===== src/rtl/argmax_fp32.sv =====
// argmax_fp32: sequential argmax over NUM_CLASS FP32 scores, one compare per cycle.
// NaNs never win against numbers; ties keep the lowest index.
module argmax_fp32 #(
  parameter int NUM_CLASS = 7,
  parameter int IDX_W     = 3
) (
  input  logic                   clk,
  input  logic                   rst,
  input  logic                   valid_in,
  output logic                   ready_in,
  input  logic [NUM_CLASS*32-1:0] class_flat,
  output logic                   valid_out,
  input  logic                   ready_out,
  output logic [IDX_W-1:0]       max_idx,
  output logic [31:0]            max_val,
  output logic                   nan_seen
);
  typedef enum logic [1:0] {IDLE, SCAN, DONE} state_t;
  state_t state_q, state_d;
  logic [31:0] mem_q [NUM_CLASS];
  logic [IDX_W-1:0] cnt_q, cnt_d, idx_q, idx_d;
  logic [31:0] val_q, val_d, cur;
  logic nan_q, nan_d, accept, scan, last, repl;
  function automatic logic is_nan(input logic [31:0] x);
    return (&x[30:23]) && (|x[22:0]);
  endfunction
  // Monotonic unsigned key; both zeros collapse onto the +0 key.
  function automatic logic [31:0] key(input logic [31:0] x);
    return ~|x[30:0] ? 32'h8000_0000 : x[31] ? ~x : {1'b1, x[30:0]};
  endfunction
  always_ff @(posedge clk)
    if (rst) state_q <= IDLE;
    else state_q <= state_d;
  always_comb begin
    state_d = state_q == IDLE ? (valid_in ? (NUM_CLASS == 1 ? DONE : SCAN) : IDLE)
            : state_q == SCAN ? (last ? DONE : SCAN)
            : (ready_out ? IDLE : DONE);
  end
  always_comb begin
    ready_in  = state_q == IDLE;
    valid_out = state_q == DONE;
  end
  always_comb begin
    accept = state_q == IDLE && valid_in;
    scan   = state_q == SCAN;
    last   = cnt_q == IDX_W'(NUM_CLASS - 1);
    cur    = mem_q[cnt_q];
    repl   = !is_nan(cur) && (is_nan(val_q) || key(cur) > key(val_q));
    idx_d  = accept ? '0 : (scan && repl) ? cnt_q : idx_q;
    val_d  = accept ? class_flat[31:0] : (scan && repl) ? cur : val_q;
    nan_d  = accept ? is_nan(class_flat[31:0]) : scan ? (nan_q | is_nan(cur)) : nan_q;
    cnt_d  = accept ? IDX_W'(1) : scan ? cnt_q + IDX_W'(1) : cnt_q;
  end
  always_ff @(posedge clk)
    if (accept)
      for (int i = 0; i < NUM_CLASS; i++) mem_q[i] <= class_flat[32*i +: 32];
  always_ff @(posedge clk)
    if (rst) begin
      idx_q <= '0;
      val_q <= '0;
      nan_q <= 1'b0;
      cnt_q <= '0;
    end else begin
      idx_q <= idx_d;
      val_q <= val_d;
      nan_q <= nan_d;
      cnt_q <= cnt_d;
    end
  assign max_idx  = idx_q;
  assign max_val  = val_q;
  assign nan_seen = nan_q;
endmodule


===== config.mk =====
export PLATFORM = sky130hd
export DESIGN_NAME = argmax_fp32
export DESIGN_NICKNAME = d
export VERILOG_FILES = /design/src/rtl/argmax_fp32.sv
export SDC_FILE = /design/constraint.sdc
export NUM_CORES = 1
export LEC_CHECK = 0
export CORE_ASPECT_RATIO = 0.9
export CORE_UTILIZATION = 51
export CTS_BUF_LIST = sky130_fd_sc_hd__clkbuf_8 sky130_fd_sc_hd__clkbuf_16
export CTS_CLUSTER_SIZE = 8
export DETAILED_ROUTE_END_ITERATION = 7
export PLACE_DENSITY = 0.8
export SLEW_MARGIN = 30
export SYNTH_ARGS = -nofsm -noshare
export SYNTH_HDL_FRONTEND = slang
export SYNTH_SLANG_ARGS = --single-unit

===== constraint.sdc =====
create_clock -name clk -period 11.83 [get_ports clk]
set_input_delay 2.9575 -clock clk [delete_from_list [all_inputs] [get_ports clk]]
set_output_delay 2.9575 -clock clk [all_outputs]
set_load 0.005 [all_outputs]

# == Yosys cells after proc, flatten, opt, wreduce, memory -nomap -nowiden ==
# Memories as Yosys holds them, arrays and structs flattened.
# Cells that the tools add are included.
# classes
add_sub_neg,1
n_lt_le_gt_ge,1
eq_ne,3
muxes,17
n_bitwise,3
reduce_logical,20
# ops
operator,n
$mux W32,6
$reduce_or A23 Y1,3
$not A32 Y32,2
$reduce_or A31 Y1,2
$gt A32 B32 Y1,1
$reduce_and A8 Y1,3
$mux W2,4
$mux W1,7
$logic_and A1 B1 Y1,6
$reduce_bool A2 Y1,2
$add A3 B1 Y3 const B,1
$eq A3 B3 Y1 const B,1
$eq A2 B1 Y1 const B,1
$eq A2 B2 Y1 const B,1
$logic_not A2 Y1,1
$reduce_or A2 Y1,1
$logic_not A1 Y1,1
$logic_or A1 B1 Y1,1
$or A1 B1 Y1,1
# word_totals
reg_bits,41
ramBits,224
in_bits,228
out_inout_bits,38
wordCells,52
n_memories,1
# memory_table
name,depth,width,read_ports,rd_ports_with_merged_regs,write_ports,line,rtl
mem_q,7,32,1,0,7,20,logic [31:0] mem_q [NUM_CLASS];

# == Logic depth before layout (Yosys ltp) ==
# Gate-level depths: netlist of the first run.
# An unclocked memory read counts as a cell.
# depth
ltp_word,10
ltp_mapped,22
mapped_depth_nobuf,17

# == Least setup slack after synthesis of the first run ==
# OpenSTA, ideal clock, no wires.
# synth_path
path_kind,input -> register
from,in valid_in
to,reg val_q[29] (netlist: max_val[29])
setup_ns,0.107
arrival_time_ns,10.167
path_slack_ns,1.556
stages,5
cell_sequence,nand2_1 > inv_1 > clkbuf_1 > a21oi_1 > a221oi_1
# synth_between
elab_chain_len,2
# synth_lines
element,line,rtl
"start, declared",9,"input logic valid_in,"
$logic_and A1 B1 Y1 *,44,accept = state_q == IDLE && valid_in;
named net accept,23,"logic nan_q, nan_d, accept, scan, last, repl;"
$mux W32 / $reduce_bool A2 Y1 (equally long branches),n/a,
"end signal, assigned",65,val_q <= val_d;
"end, declared",22,"logic [31:0] val_q, val_d, cur;"
# Mark *: on every way through the listed nets, which the timed path passes. The rest lies on a longest branch.
# A chain may end at the register's enable or synchronous reset.

# == Final worst setup path of the first run ==
# layout_path
from,reg cnt_q[2]
to,reg val_q[4] (netlist: max_val[4])
# layout_between
elab_chain_len,9
# layout_lines
element,line,rtl
"start, declared",21,"logic [IDX_W-1:0] cnt_q, cnt_d, idx_q, idx_d;"
"start signal, assigned",67,cnt_q <= cnt_d;
$mem_v2 Z7 W32 *,n/a,
"parallel branches: the longest is 8 deep, another holds $gt A32 B32 Y1",n/a,
# Mark *: on every way between the ends. The select of a mux whose other input is x is not followed.

==> reports/summary.md, run 1 <==
The tools report the cell area after synthesis as 12370 µm². The first global-routing pass estimated 51020 µm of wire. The aggregate global routing overflow is 0. Along the worst path, the maximum fanout reaches 70. The internal power of the cells totals 1.990 mW. Dividing total power by cell area gives a power density of 167.5 nW/µm². The logs give 0 for the count of endpoints failing setup in the final report and 23610 µm² for the core box area. The area share of the largest cell type after synthesis was 54.39%; the required time of the worst setup path was 12210 ps. Sorting the synthesized cells by area gives the leading types as sky130_fd_sc_hd__edfxtp_1 54%, sky130_fd_sc_hd__dfxtp_1 6.6%, sky130_fd_sc_hd__mux2i_1 4.0%, sky130_fd_sc_hd__mux4_2 3.5%, sky130_fd_sc_hd__ha_1 3.4%.

By startpoint and endpoint, the worst setup path is classified as flip-flop to flip-flop. On the final layout, the worst clock skew is 11.15 ps. Pin count of the biggest net entering global routing: 161. The worst setup path is launched from a flip-flop.

The vertical extent of the die works out to 149.7 µm. Number of register bits inferred by synthesis: 265. Of the total power, combinational logic draws 20.9%.

The met3 routed wirelength came out at 3025 µm. Clock tree synthesis selected as its root buffer the cell sky130_fd_sc_hd__clkbuf_16. Across the run, the number of max-cap violations was 0. The floorplan has 53 rows. The fraction of power consumed by sequential logic was 42.1%. The checks that failed: DRC. Maximum buffer depth of the clock tree: 3. In the layout the commonest cells are 265 x sky130_fd_sc_hd__clkdlybuf4s50_1, 224 x sky130_fd_sc_hd__edfxtp_1, 73 x sky130_fd_sc_hd__nor2_1. Detailed placement ended at an HPWL of 23880 µm. For the global placement routability congestion, the log shows 0.9110. CTS saw 265 sinks.

The number of global-route vias before repair was 9093; the proportion of synthesized flip-flops having asynchronous set or reset was 0%. Area growth from synthesis to layout: 32.53%. The post-synth net total was 1205. The first TritonRoute pass finished after 8 iterations.

In this run the mean area of a mapped cell was 13.12 µm². The detailed router finished its first iteration with 1150 violations. The startpoint identified for the worst register-to-register timing path is cnt_q[2]$_SDFFE_PP0P_. Synthesis handed over a netlist of 943 instances. For this run, the number of Yosys warnings is 0.

Number of hold buffers added after cts: 0. After detailed routing, the number of remaining DRC violations is 4. For the number of hold violations in the final report, the log shows 0.

The tools report the total global routing track utilization as 27.09%. The worst path needs 6608 ps of the cycle, external delays included. The tools report the total setup buffers inserted after CTS as 0. The width of the die works out to 166.2 µm.

After detailed routing, the wire length on met1 is 13460 µm. In the final timing run, aggregate negative setup slack is 0 ps. The part of the cycle the worst path needs came out at 55.86%. For the final hold slack, the log shows 470.3 ps. Setup repair after global routing left no endpoint under its margin. The port buffer count came out at 265.

In this run, distinct cell masters in the synthesized netlist total 59. For the worst flop-to-flop path, the logic depth is 17. The flow ran to the end, but the final reports show violations. The clock latency on the worst-skew pair was 520 ps. Static timing analysis puts the maximum clock frequency at 151.3 MHz. The floorplan step defined a die boundary enclosing 24880 µm². The run gives 5.917 nW as the leakage power. The layout cell share with drive strength beyond 1 is 8.699%.

The fill cell total of the finished layout came out at 1620. The number of cells traversed by the worst hold path was 1. Summing all placed instances gives a cell area of 15210 µm².

Yosys mapped a number of flops with a built-in enable equal to 224. For the routed via count, the log shows 8950. The worst hold path begins at nan_seen$_SDFFE_PP0P_. For this configuration, the core starts out at a cell density of 52.39%. The tools report the switching power as 756.2 µW. Dividing the detail-routed wire length by the instance count gives 21.87 µm. The path class of the tightest hold or removal check is flip-flop to flip-flop.

Wire length reported by the detailed router: 33500 µm. Startpoint of the worst setup timing path: cnt_q[2]$_SDFFE_PP0P_. The repair_antennas step left the layout with diodes totalling 0. In the synthesized netlist the dominant register cell turns out to be sky130_fd_sc_hd__edfxtp_1.

For the flip-flop and latch area, the log shows 7556 µm². The H-tree generated during clock tree synthesis spans 2 levels. The data arrival time of the critical path is 6990 ps. The routed design uses 16050 µm of met2 wire. The post-detailed-route via-to-cell ratio is 5.842, and the pin slew with the least headroom to its limit is 964.5 ps. After layout, the design draws a total of 2.746 mW.

The number of max-slew violations in the final report is 0, and the number of resized instances in the post-cts repair step is 0. The register area share after synthesis is 61.02%, and the clock transition time at the flip-flop clock pins of the worst setup and hold paths is 50 ps. Counting the buffers created by CTS gives 39.

TritonCTS built the clock tree. The worst setup path is captured at a flip-flop. Leading cell type in the layout, fill and taps excluded: sky130_fd_sc_hd__clkdlybuf4s50_1. VDD sags by at most 0.1152 mV. The cell area after layout is 16390 µm², and the switching power as a share of total power is 27.54%. The final-stage net count came out at 1462.

266 I/O pins were placed. The relative contribution of the clock network to total power was 36.9%. The topmost layer with routed signal wires was met4.

The count of nets left with antenna violations once routing finished came out at 0. The run gives 4471 µm² as the area taken by multi-input logic gates. The run gives 35.70% as the relative max-transition margin.

The largest total area in the synthesized netlist belongs to sky130_fd_sc_hd__edfxtp_1. For the initial antenna violation count, the log shows 0.
[through the flow]
step | setup slack [ps] | std cells | utilization [%]
3_5_place_dp | 5234 | 1460 | 64.42
4_1_cts | 5186 | 1531 | 69.28
5_1_grt | 4528 | 1532 | 69.44
6_report | 5222 | 1532 | 69.44
2_1_floorplan | 1556 | 943 | -
3_3_place_gp | 5474 | 1459 | 64.32
[cell usage after synthesis, types with 21 or more instances]
master / instances
sky130_fd_sc_hd__o21ai_0: 40
sky130_fd_sc_hd__clkbuf_1: 26
sky130_fd_sc_hd__a21oi_1: 46
sky130_fd_sc_hd__ha_1: 34
sky130_fd_sc_hd__nand2_1: 64
sky130_fd_sc_hd__xnor2_1: 25
sky130_fd_sc_hd__xor2_1: 39
sky130_fd_sc_hd__nor2_1: 74
sky130_fd_sc_hd__dfxtp_1: 41
sky130_fd_sc_hd__inv_1: 21
sky130_fd_sc_hd__edfxtp_1: 224
sky130_fd_sc_hd__mux2i_1: 49
[final timing paths]
kind / slack [ps] / to
max: 5220 / max_val[4]$_SDFFE_PP0P_
min: 470 / nan_seen$_SDFFE_PP0P_
min reg2reg: 470 / nan_seen$_SDFFE_PP0P_
max reg2reg: 5220 / max_val[4]$_SDFFE_PP0P_
[registers in the layout (all words and copies together), names as in the netlist]
signal / cells
cnt_q: 3
max_idx: 3
max_val: 32
mem_q: 224
nan_seen: 1
state_q: 2
[worst max-delay path, stage by stage (launching register included)]
cell and delay, ps:
sky130_fd_sc_hd__dfxtp_4 550, sky130_fd_sc_hd__buf_4 740, sky130_fd_sc_hd__nand2_1 440, sky130_fd_sc_hd__o22ai_1 420, sky130_fd_sc_hd__o22ai_1 150, sky130_fd_sc_hd__nor4_1 530
sky130_fd_sc_hd__nand4_1 340, sky130_fd_sc_hd__nor3b_2 250, sky130_fd_sc_hd__buf_4 330, sky130_fd_sc_hd__nor2_1 100, sky130_fd_sc_hd__ha_1 330, sky130_fd_sc_hd__a21oi_1 150
sky130_fd_sc_hd__o21ai_0 110, sky130_fd_sc_hd__a221o_1 330, sky130_fd_sc_hd__o31ai_1 370, sky130_fd_sc_hd__a21o_1 520, sky130_fd_sc_hd__nor2_2 270, sky130_fd_sc_hd__a2111oi_0 500
[layout make-up]
| cell class | instances | share of cell area (%) |
|---|---|---|
| clock inverters | 32 | 1.046 |
| well taps | 302 | 2.305 |
| multi-input cells | 598 | 27.27 |
| flip-flops and latches | 265 | 46.10 |
| repair buffers | 273 | 16.72 |
| clock buffers | 39 | 5.954 |
| inverters | 23 | 0.6030 |
[power groups by stage]
stage | registers, mW | logic, mW | clock network [mW]
floorplan | 1.15 | 0.363 | 0
global placement | 1.17 | 0.542 | 0
detailed placement | 1.17 | 0.563 | 0
CTS | 1.15 | 0.567 | 1.02
global route | 1.16 | 0.630 | 1.06
finish | 1.16 | 0.575 | 1.01
[cell families (layout without fill, tap and decap cells)]
kind of cell | count (synthesis) | after routing | synth area share, %
adders and majority gates | 34 | 34 | 3.440
muxes | 86 | 86 | 9.064
buffers and inverters | 80 | 367 | 3.025
DFF | 265 | 265 | 61.02
and+or+nand+nor | 225 | 225 | 8.346
xor gates and xnor gates | 64 | 64 | 4.532
AOI/OAI and AO/OA | 189 | 189 | 10.57
[per-layer routing]
layer | up-vias | global-route usage (%)
met1 | 4274 | 35.19
met5 | - | 0
met4 | 0 | 9.439
met2 | 456 | 44.54
li1 | 4130 | -
met3 | 90 | 6.744
Note: power is estimated with default switching activity, not from simulation.
==> inputs of run 2 (changes only) <==
Settings changed: CORE_UTILIZATION 51 to 46, PLACE_DENSITY 0.8 to 0.76.
Clock period 11.83 ns to 5.8 ns, I/O delays scaled along.
==> reports/summary.md, run 2 (same netlist as run 1, synthesis figures left out) <==
The worst path in the final design needs a cycle of 5381 ps, including I/O delays and setup. At the pin with the least slew margin, the transition time is 1041 ps. After detailed placement, the design holds a cell count of 1519. The type of the setup path with the least slack is flip-flop to flip-flop. The flip-flop count of the largest register after layout is 224, and the achievable clock frequency is 185.8 MHz.

The run finished with clean final reports. VDD sags by at most 0.1967 mV. For this run, the detailed router's first-pass iteration total came to 5.

The tools report the global placement routability congestion as 0.8987. After the flow finishes, the layout carries non-filler instances totaling 1591. Dividing total power by cell area gives a power density of 339.1 nW/µm². Total number of clock tree sinks: 265. The first global-routing pass estimated 51690 µm of wire. Entering global routing, the biggest net connects 124 pins.

The logs give 0 for the total setup buffers inserted after CTS and 1 for the initial antenna violation count. The run gives 24.98% as the total global routing track utilization. TritonCTS built the clock tree. The top cell types in the final layout, fill and taps aside, are 265 x sky130_fd_sc_hd__clkdlybuf4s50_1, 224 x sky130_fd_sc_hd__edfxtp_1, 73 x sky130_fd_sc_hd__nor2_1. Summing over every cut layer, the via total after detailed routing is 8966. The analysis attributes to cell leakage a power of 5.970 nW. The logs give 0 for the number of hold buffers added after cts and 30.57% for the relative max-transition margin.

The worst setup path is captured at a flip-flop. The aggregate global routing overflow is 0, and the detailed placer's ending HPWL is 25540 µm. Setup repair after global routing left no endpoint under its margin.

The count of buffers added on input and output ports is 265. TritonCTS created 39 clock buffers. The final layout contains 1475 nets.

Average detailed-routed wire length per instance: 22.22 µm. Clock tree synthesis selected as its root buffer the cell sky130_fd_sc_hd__clkbuf_16. The logs give 0 for the number of max-slew violations in the final report and 2 for the maximum level of the CTS H-tree. Area growth from synthesis to layout: 33.59%.

In the final timing run, aggregate negative setup slack is 0 ps. The number of hold violations in the final report is 0. The number of gates resized after CTS was 0.

The final critical path takes up 92.77% of the cycle. The wire length reported by the detailed router is 35360 µm, and the number of placed I/O pins is 266. STA puts the critical path data arrival time at 5750 ps.

In this run the vertical extent of the chip is 157.6 µm. For the worst setup path, the data required time is 6170 ps. In this run the worst path has a maximum fanout of 33.

The tools report the worst clock skew on the final layout as 14.89 ps. Leaving out fill and tap cells, the most frequent cell in the layout is sky130_fd_sc_hd__clkdlybuf4s50_1. The post-route netlist has 9.654% of its cells at a drive strength greater than 1. The core box area came out at 26210 µm². Remaining antenna violation count after routing: 0. The register ranked first by flip-flop count was mem_q. For the initial standard-cell utilization of the core, the log shows 47.20%. The longest clock path from root to sink contains 3 buffers.

The repair_antennas step left the layout with diodes totalling 0. The total die area came out at 27550 µm². After detailed routing, the number of vias per cell comes to 5.635. After the first detailed-routing iteration, the DRC count stood at 1023.

Total of max-cap violations: 0. Clock latency on the worst-skew pair, taken at its later pin, is 520 ps. After clock tree synthesis, the clock-pin slew on the worst setup and hold paths is 60 ps.

STA classifies the critical path startpoint as a flip-flop. The run gives 8869 as the number of global-route vias before repair. The path class of the tightest hold or removal check is flip-flop to flip-flop. In this run the core area contains 56 standard-cell rows. The die is 174.8 µm wide.

For this run, design rule violations remaining after detail routing come to 0. The count of endpoints failing setup in the final report came out at 0.
[run 2: per-layer routing]
| metal | vias up | routed length (µm) | part of all wire, % | global-route usage (%) |
|---|---|---|---|---|
| met1 | 4278 | 15130 | 43 | 35.50 |
| li1 | 4146 | - | - | - |
| met3 | 70 | 3493 | 9.9 | 6.594 |
| met5 | - | 13 | 0.037 | 0 |
| met2 | 470 | 15820 | 45 | 37.40 |
| met4 | 2 | 894 | 2.5 | 7.619 |
[run 2: worst paths after layout]
check | startpoint | end | slack (ps) | cells past startpoint
setup / recovery | cnt_q[0]$_SDFFE_PP0P_ | max_val[11]$_SDFFE_PP0P_ | 420 | 17
hold / removal | nan_seen$_SDFFE_PP0P_ | nan_seen$_SDFFE_PP0P_ | 470 | 1
setup reg to reg | cnt_q[0]$_SDFFE_PP0P_ | max_val[11]$_SDFFE_PP0P_ | 420 | 17
hold reg to reg | nan_seen$_SDFFE_PP0P_ | nan_seen$_SDFFE_PP0P_ | 470 | 1
[run 2: stage by stage]
step                      util (%)  power, mW  hold WS (ps)  setup WS, ps  area [µm²]
after floorplan                  -      3.079         464.3         557.5       12370
after global placement       58.66      3.534         456.9         125.0       15370
after detailed placement     58.67      3.567         461.5         253.9       15370
after CTS                    62.97      5.604         477.0         245.8       16500
after global routing         63.05      5.822         495.4         102.4       16520
final                        63.05      5.603         474.2         419.3       16520
[run 2: final cells by class]
class,instances,area (µm²)
fill,2017,9683
sequential,265,7556
multi-input combinational,598,4461
timing repair buffer,286,2848
clock buffer,40,989.7
tap,348,435.4
clock inverter,31,138.9
inverter,23,93.84
[run 2: where the power goes]
group | switching (mW) | total (mW) | internal [mW]
Clock | 0.821 | 2.05 | 1.23
Combinational | 0.624 | 1.20 | 0.580
Sequential | 0.120 | 2.35 | 2.23
[run 2: critical path: stages, from the launching register on]
cell and delay [ps]:
sky130_fd_sc_hd__dfxtp_4 560, sky130_fd_sc_hd__buf_12 250, sky130_fd_sc_hd__mux4_2 550, sky130_fd_sc_hd__and2_1 200
sky130_fd_sc_hd__nor2_1 270, sky130_fd_sc_hd__nand4_1 140, sky130_fd_sc_hd__nor4b_1 370, sky130_fd_sc_hd__nor3b_2 290
sky130_fd_sc_hd__buf_12 220, sky130_fd_sc_hd__nor2_1 80, sky130_fd_sc_hd__ha_1 320, sky130_fd_sc_hd__nand4_1 170
sky130_fd_sc_hd__nor4_1 460, sky130_fd_sc_hd__o31ai_1 190, sky130_fd_sc_hd__a21oi_2 150, sky130_fd_sc_hd__buf_4 380
sky130_fd_sc_hd__a211oi_1 140, sky130_fd_sc_hd__a2111oi_0 460
